**src/rtl/gemm_result_drain_pkg.sv**
```systemverilog
// gemm_result_drain_pkg: shared state type, widths and count check for the C-matrix drain
package mp_types;

    typedef enum logic [1:0] {
        IDLE,
        RUN,
        FLUSH
    } drain_state_e;

    localparam int DATA_W = 32;

    function automatic logic count_in_range(input logic [31:0] count, input int max_elems);
        return (count != 32'd0) && (count <= 32'(max_elems));
    endfunction

endpackage

```
**src/rtl/gemm_result_drain_if.sv**
```systemverilog
// gemm_result_drain_if: control, C-memory read port and output stream of the drain; m_row_last exists only with DRAIN_ROW_LAST_EN
interface gemm_result_drain_if #(
    parameter int ADDR_W = 16
);
    logic              start;
    logic [15:0]       M;
    logic [15:0]       Ncols;
    logic              busy;
    logic              done;
    logic              err;
    logic              rd_en;
    logic [ADDR_W-1:0] rd_addr;
    logic [31:0]       rd_data;
    logic              m_valid;
    logic              m_ready;
    logic [31:0]       m_data;
    logic              m_last;
`ifdef DRAIN_ROW_LAST_EN
    logic              m_row_last;

    modport master (
        input  start, M, Ncols, rd_data, m_ready,
        output busy, done, err, rd_en, rd_addr, m_valid, m_data, m_last, m_row_last
    );

    modport slave (
        output start, M, Ncols, rd_data, m_ready,
        input  busy, done, err, rd_en, rd_addr, m_valid, m_data, m_last, m_row_last
    );
`else
    modport master (
        input  start, M, Ncols, rd_data, m_ready,
        output busy, done, err, rd_en, rd_addr, m_valid, m_data, m_last
    );

    modport slave (
        output start, M, Ncols, rd_data, m_ready,
        input  busy, done, err, rd_en, rd_addr, m_valid, m_data, m_last
    );
`endif
endinterface

```
**src/rtl/gemm_result_drain_fifo.sv**
```systemverilog
// drain_fifo2: two-entry FIFO holding read data with its end-of-matrix/end-of-row tags
module drain_fifo2 #(
    parameter int W = 33
) (
    input  logic         clk,
    input  logic         rst,
    input  logic         i_push,
    input  logic         i_pop,
    input  logic [W-1:0] i_data,
    output logic [W-1:0] o_data,
    output logic         o_full,
    output logic         o_empty
);
    logic [W-1:0] r_mem [2];
    logic         r_wp;
    logic         r_rp;
    logic [1:0]   r_cnt;
    logic         w_push;
    logic         w_pop;

    assign o_full  = (r_cnt == 2'd2);
    assign o_empty = (r_cnt == 2'd0);
    assign o_data  = r_mem[r_rp];
    assign w_push  = i_push && !o_full;
    assign w_pop   = i_pop && !o_empty;

    // write slot, read/write pointers and occupancy
    always_ff @(posedge clk or posedge rst) begin
        if (rst) begin
            r_mem[0] <= '0;
            r_mem[1] <= '0;
            r_wp     <= 1'b0;
            r_rp     <= 1'b0;
            r_cnt    <= 2'd0;
        end else begin
            if (w_push) begin
                r_mem[r_wp] <= i_data;
                r_wp        <= ~r_wp;
            end
            if (w_pop)
                r_rp <= ~r_rp;
            r_cnt <= r_cnt + 2'(w_push) - 2'(w_pop);
        end
    end

endmodule

```
**src/rtl/gemm_result_drain.sv**
```systemverilog
// gemm_result_drain: reads an M x Ncols C matrix row-major and streams it out; define DRAIN_ROW_LAST_EN to add m_row_last
module gemm_result_drain
    import mp_types::*;
#(
    parameter int MAX_ELEMS = 65536,
    parameter int ADDR_W    = $clog2(MAX_ELEMS)
) (
    input logic                 clk,
    input logic                 rst,
    gemm_result_drain_if.master bus
);
`ifdef DRAIN_ROW_LAST_EN
    localparam int TAG_W = 2;
`else
    localparam int TAG_W = 1;
`endif
    localparam int FW = DATA_W + TAG_W;

    drain_state_e      r_state;
    logic              r_busy;
    logic              r_done;
    logic              r_err;
    logic              r_rd_en;
    logic              r_rd_last;
    logic              r_inf;
    logic              r_inf_last;
    logic [ADDR_W-1:0] r_rd_addr;
    logic [31:0]       r_left;

    logic [31:0]       w_count;
    logic              w_count_ok;
    logic              w_full;
    logic              w_empty;
    logic              w_push;
    logic              w_pop;
    logic              w_issue;
    logic              w_valid;
    logic              w_last_hs;
    logic [1:0]        w_occ_next;
    logic [FW-1:0]     w_fifo_in;
    logic [FW-1:0]     w_fifo_out;
    logic [FW-1:0]     w_head;

    assign w_count    = {16'd0, bus.M} * {16'd0, bus.Ncols};
    assign w_count_ok = count_in_range(w_count, MAX_ELEMS);

    // Read data lands one cycle after rd_en; it bypasses the FIFO when the FIFO is empty and downstream takes it
    assign w_valid    = !w_empty || r_inf;
    assign w_head     = w_empty ? (r_inf ? w_fifo_in : '0) : w_fifo_out;
    assign w_pop      = !w_empty && bus.m_ready;
    assign w_push     = r_inf && !(w_empty && bus.m_ready);
    assign w_last_hs  = w_valid && bus.m_ready && w_head[FW-1];

    // Occupancy after this edge plus the read now on the bus must leave room, so nothing is ever dropped
    assign w_occ_next = {w_full, !w_full && !w_empty} + 2'(w_push) - 2'(w_pop);
    assign w_issue    = (r_state == RUN) && (r_left != 32'd0) && ((w_occ_next + 2'(r_rd_en)) < 2'd2);

`ifdef DRAIN_ROW_LAST_EN
    logic [15:0] r_ncols;
    logic [15:0] r_col;
    logic        r_rd_row;
    logic        r_inf_row;
    logic [15:0] w_col_next;

    assign w_col_next = (r_col == r_ncols - 16'd1) ? 16'd0 : r_col + 16'd1;
    assign w_fifo_in  = {r_inf_last, r_inf_row, bus.rd_data};
    assign bus.m_row_last = w_head[DATA_W];

    // column of the read being issued, so its end-of-row tag follows the data
    always_ff @(posedge clk or posedge rst) begin
        if (rst) begin
            r_ncols   <= 16'd0;
            r_col     <= 16'd0;
            r_rd_row  <= 1'b0;
            r_inf_row <= 1'b0;
        end else begin
            r_inf_row <= r_rd_row;
            if (r_state == IDLE && bus.start) begin
                r_ncols  <= bus.Ncols;
                r_col    <= 16'd0;
                r_rd_row <= (bus.Ncols == 16'd1);
            end else if (w_issue) begin
                r_col    <= w_col_next;
                r_rd_row <= (w_col_next == r_ncols - 16'd1);
            end
        end
    end
`else
    assign w_fifo_in = {r_inf_last, bus.rd_data};
`endif

    drain_fifo2 #(.W(FW)) u_fifo (
        .clk     (clk),
        .rst     (rst),
        .i_push  (w_push),
        .i_pop   (w_pop),
        .i_data  (w_fifo_in),
        .o_data  (w_fifo_out),
        .o_full  (w_full),
        .o_empty (w_empty)
    );

    assign bus.busy    = r_busy;
    assign bus.done    = r_done || w_last_hs;
    assign bus.err     = r_err;
    assign bus.rd_en   = r_rd_en;
    assign bus.rd_addr = r_rd_addr;
    assign bus.m_valid = w_valid;
    assign bus.m_data  = w_head[DATA_W-1:0];
    assign bus.m_last  = w_head[FW-1];

    // drain FSM: accept start, issue reads with flow control, finish on the last handshake
    always_ff @(posedge clk or posedge rst) begin
        if (rst) begin
            r_state    <= IDLE;
            r_busy     <= 1'b0;
            r_done     <= 1'b0;
            r_err      <= 1'b0;
            r_rd_en    <= 1'b0;
            r_rd_last  <= 1'b0;
            r_inf      <= 1'b0;
            r_inf_last <= 1'b0;
            r_rd_addr  <= '0;
            r_left     <= 32'd0;
        end else begin
            r_done     <= 1'b0;
            r_inf      <= r_rd_en;
            r_inf_last <= r_rd_last;
            case (r_state)
                IDLE: begin
                    if (bus.start) begin
                        r_err <= (w_count > 32'(MAX_ELEMS));
                        if (w_count_ok) begin
                            r_state   <= RUN;
                            r_busy    <= 1'b1;
                            r_rd_en   <= 1'b1;
                            r_rd_addr <= '0;
                            r_left    <= w_count - 32'd1;
                            r_rd_last <= (w_count == 32'd1);
                        end else begin
                            r_done <= 1'b1;
                        end
                    end
                end
                RUN: begin
                    r_rd_en <= w_issue;
                    if (w_issue) begin
                        r_left    <= r_left - 32'd1;
                        r_rd_addr <= r_rd_addr + ADDR_W'(1);
                        r_rd_last <= (r_left == 32'd1);
                    end
                    if (r_rd_en && r_rd_last)
                        r_state <= FLUSH;
                end
                FLUSH: begin
                    r_rd_en <= 1'b0;
                    if (w_last_hs) begin
                        r_state <= IDLE;
                        r_busy  <= 1'b0;
                    end
                end
                default: r_state <= IDLE;
            endcase
        end
    end

endmodule

```
**src/flat_wrapper.sv**
```systemverilog
// flat-port wrapper written by rule: the top's interface ports become plain ports
module gemm_result_drain_flat import mp_types::*;
#(
    parameter int MAX_ELEMS = 65536,
    parameter int ADDR_W    = $clog2(MAX_ELEMS)
)
  (clk, rst, bus_start, bus_M, bus_Ncols, bus_rd_data, bus_m_ready, bus_busy, bus_done, bus_err, bus_rd_en, bus_rd_addr, bus_m_valid, bus_m_data, bus_m_last);
  gemm_result_drain_if #(.ADDR_W(ADDR_W)) bus_i ();
  input logic clk;
  input logic rst;
  input wire logic [$bits(bus_i.start)-1:0] bus_start;
  input wire logic [$bits(bus_i.M)-1:0] bus_M;
  input wire logic [$bits(bus_i.Ncols)-1:0] bus_Ncols;
  input wire logic [$bits(bus_i.rd_data)-1:0] bus_rd_data;
  input wire logic [$bits(bus_i.m_ready)-1:0] bus_m_ready;
  output wire logic [$bits(bus_i.busy)-1:0] bus_busy;
  output wire logic [$bits(bus_i.done)-1:0] bus_done;
  output wire logic [$bits(bus_i.err)-1:0] bus_err;
  output wire logic [$bits(bus_i.rd_en)-1:0] bus_rd_en;
  output wire logic [$bits(bus_i.rd_addr)-1:0] bus_rd_addr;
  output wire logic [$bits(bus_i.m_valid)-1:0] bus_m_valid;
  output wire logic [$bits(bus_i.m_data)-1:0] bus_m_data;
  output wire logic [$bits(bus_i.m_last)-1:0] bus_m_last;
  assign bus_i.start = bus_start;
  assign bus_i.M = bus_M;
  assign bus_i.Ncols = bus_Ncols;
  assign bus_i.rd_data = bus_rd_data;
  assign bus_i.m_ready = bus_m_ready;
  assign bus_busy = bus_i.busy;
  assign bus_done = bus_i.done;
  assign bus_err = bus_i.err;
  assign bus_rd_en = bus_i.rd_en;
  assign bus_rd_addr = bus_i.rd_addr;
  assign bus_m_valid = bus_i.m_valid;
  assign bus_m_data = bus_i.m_data;
  assign bus_m_last = bus_i.m_last;
  gemm_result_drain #(.MAX_ELEMS(MAX_ELEMS), .ADDR_W(ADDR_W)) u_core (.clk(clk), .rst(rst), .bus(bus_i));
endmodule
```
**config.mk**
```make
export PLATFORM = sky130hd
export DESIGN_NAME = gemm_result_drain_flat
export DESIGN_NICKNAME = d
export VERILOG_FILES = /design/src/rtl/gemm_result_drain_pkg.sv /design/src/rtl/gemm_result_drain_if.sv /design/src/rtl/gemm_result_drain_fifo.sv /design/src/rtl/gemm_result_drain.sv /design/src/flat_wrapper.sv
export SDC_FILE = /design/constraint.sdc
export NUM_CORES = 1
export LEC_CHECK = 0
export CAP_MARGIN = 20
export CORE_MARGIN = 2
export CORE_UTILIZATION = 55
export DETAILED_ROUTE_END_ITERATION = 8
export GPL_TIMING_DRIVEN = 0
export PLACE_DENSITY_LB_ADDON = 0.05
export SKIP_CTS_REPAIR_TIMING = 1
export SLEW_MARGIN = 10
export SYNTH_ARGS = -nofsm -noshare
export SYNTH_HDL_FRONTEND = slang
export SYNTH_SLANG_ARGS = --single-unit
```
**constraint.sdc**
```tcl
create_clock -name clk -period 4.6 [get_ports clk]
set_input_delay 1.15 -clock clk [delete_from_list [all_inputs] [get_ports clk]]
set_output_delay 1.15 -clock clk [all_outputs]
set_load 0.1 [all_outputs]
```
==> impl_metrics.py <==
metrics = {
    "synthesis": {
        "synth_edf_count": 0,
        "seq_area_frac_synth": 0.196,
        "synth_seq_cells": 127,
        "synth_cells": 1825,
        "synth_cell_types": 80,
        "synthTopCellsByArea": "fa_1 24%, dfrtp_1 20%, ha_1 8.7%",
        "synth_warnings": 0,
        "synth_nets": 2200,
        "synth_top_area_frac": 0.239,
        "synth_async_sr_flop_share": 1.00,
        "synth_largest_area_cell": "fa_1",
        "syn_area_mm2": 0.0162,
        "synth_flop_cell": "dfrtp_1",
        "syn_avg_cell_area_um2": 8.90,
    },
    "timing": {
        "setup_viol": 54,
        "worst_slew_pin_slew_ns": 1.00,
        "slew-limit-headroom": 0.328,
        "grt_setup_unrepaired": "true",
        "fin_setup_tns_ns": -152.11,
        "clock-skew-final_ns": 0.0108,
        "hold_viol": 0,
        "setup_ws_ns": -2.96,
        "fmax_ghz": 0.132,
        "slew_violations": 0,
        "fin_crit_sh": 1.64,
        "min_period_ns": 7.56,
    },
    "die": {
        "fp.dieW_um": 176,
        "dieArea_mm2": 0.0309,
        "die_y_um": 176,
        "num_io_pins": 122,
        "core_mm2": 0.0289,
        "initial_core_util": 0.563,
        "rows": 62,
    },
    "final_layout": {
        "mostFrequentLayoutCells": "230 x inv_1, 218 x nand2_1, 185 x fa_1",
        "final_cells": 2460,
        "area_delta_synth_final_pct": 27.8,
        "antenna_cells": 0,
        "layout_commonest_cell": "inv_1",
        "layout.nets": 2438,
        "drive_above_1_share": 0.212,
    },
    "cts": {
        "clk_pin_slew_ns": 0.06,
        "cts_root_buf": "clkbuf_16",
        "numCtsBuffers": 17,
        "cts_tree": "built",
        "cts_buffer_depth": 2,
        "htreeDepth": 4,
        "clk-insertion-delay-late_ns": 0.42,
        "clock_sinks": 127,
    },
    "critical_path": {
        "critPathTopFamily": "adder cells",
        "critPathLaunchType": "input pin",
        "critPathRequiredTime_ns": 4.90,
        "worstPathArrival_ns": 7.86,
        "crit_slowest_cell": "fa_1",
        "slowest_delay_ns": 0.52,
        "path_class": "in -> reg",
        "crit_path_end_kind": "flip-flop",
        "cp_num_buf_inv": 9,
        "r2r-start": "u_core.u_fifo.r_cnt[1]$_DFF_PP0_",
        "crit_start": "bus_Ncols[8]",
        "worst-path-max-fanout": 8,
    },
    "detailed_routing": {
        "drt-total-wl_mm": 46.8,
        "wire_per_inst_um": 19.0,
        "vias": 14400,
        "vias_per_cell": 5.85,
        "firstDrtPassIters": 5,
        "drcViolationCount": 0,
        "ant_nets": 0,
        "drt_iter0_drc": 906,
    },
    "grt": {
        "track_usage": 0.298,
        "grt_pass1_vias": 14400,
        "grt_remaining_overflow": 0,
        "antenna_found_initial": 0,
        "grt_pass1_wl_mm": 73.1,
        "grt_max_degree": 74,
    },
    "min_path": {
        "min_from": "u_core.r_rd_last$_DFFE_PP0P_",
        "hold_class": "reg -> reg",
    },
    "flow_run": {
        "cap_viol_max_count": 0,
    },
    "outcome": {
        "violations": "setup timing",
        "outcome": "finished, violations left",
    },
    "place": {
        "numPortBuffers": 121,
        "dp_slack_ns": -4.48,
        "place.gp.congestion": 0.927,
        "dpl.hpwl_mm": 35.0,
        "dp_cells": 2331,
    },
}
cells in the mapped netlist (all sizes together), types with 4 or more instances:
cell     number
a31oi        20
o2111ai       7
a22oi         4
dfrtp       127
inv         242
nor2b        11
a21o         12
fa          194
nand2b        8
nand3        51
buf          22
a22o          5
nor4         12
nand3b        4
xor2         19
clkbuf       70
a211oi       14
or3          14
xnor2        23
o22ai        11
nor3         28
mux2         66
nor2         74
nand4        16
o31ai         5
and3         11
or4           6
and4          7
a21oi        65
ha          113
mux2i        35
nand2       224
o21ai       113
o211ai        9
or2           6
o21a          7
and2        128
a211o         5
through the flow:
stage	utilization	hold slack, ns	area, um^2
floorplan	-	0.375	16500
global placement	0.631	0.447	18200
detailed placement	0.632	0.440	18200
CTS	0.653	0.447	18900
global route	0.719	0.444	20800
finish	0.719	0.468	20800
cells by family after synthesis:
logic type / count (synthesis) / synth area share
simple gates: 609 / 0.188
mux: 101 / 0.0673
compound gates: 305 / 0.120
flops: 127 / 0.196
buf+inv: 334 / 0.0795
fa+ha+maj: 307 / 0.326
xor+xnor: 42 / 0.0236
state kept, by name, indices dropped and copies added (netlist names):
| signal | cells |
|---|---|
| u_core.bus.busy | 1 |
| u_core.bus.err | 1 |
| u_core.bus.rd_addr | 16 |
| u_core.bus.rd_en | 1 |
| u_core.r_done | 1 |
| u_core.r_inf | 1 |
| u_core.r_inf_last | 1 |
| u_core.r_left | 32 |
| u_core.r_rd_last | 1 |
| u_core.r_state | 2 |
| u_core.u_fifo.r_cnt | 2 |
| u_core.u_fifo.r_mem | 66 |
| u_core.u_fifo.r_rp | 1 |
| u_core.u_fifo.r_wp | 1 |
area by class of cell:
type,count,area [um^2]
clock inverters,12,159
clock buffers,20,457
well taps,384,480
flip-flops and latches,127,3180
fillers,2163,8100
plain buffers,89,761
repair buffers,222,2240
multi-input cells,1364,12600
inverters,242,913
per-layer routing:
metal  vias to the layer above  wire length (um)  track usage
met1                      7187             18900        0.371
met5                         -                 0            0
met2                       550             23600        0.534
li1                       6541                 -            -
met3                       112              2710       0.0353
met4                         0              1650        0.108
path summary, 6_finish.rpt:
path | end | slack (ns) | depth (start not counted)
max in group asynchronous | u_core.u_fifo.r_mem[28]$_DFFE_PP0P_ | 2.69 | 3
max reg2reg | u_core.r_left[7]$_DFFE_PP0P_ | 0.62 | 18
min reg2reg | u_core.r_inf_last$_DFF_PP0_ | 0.47 | 0
max | u_core.r_left[7]$_DFFE_PP0P_ | -2.96 | 27
min in group asynchronous | u_core.bus.busy$_DFFE_PP0P_ | 1.17 | 2
min | u_core.r_inf_last$_DFF_PP0_ | 0.47 | 0
Power is left out: the tool's default activity adds up to more than one toggle a clock period on the data nets, which glitch-free logic cannot reach.
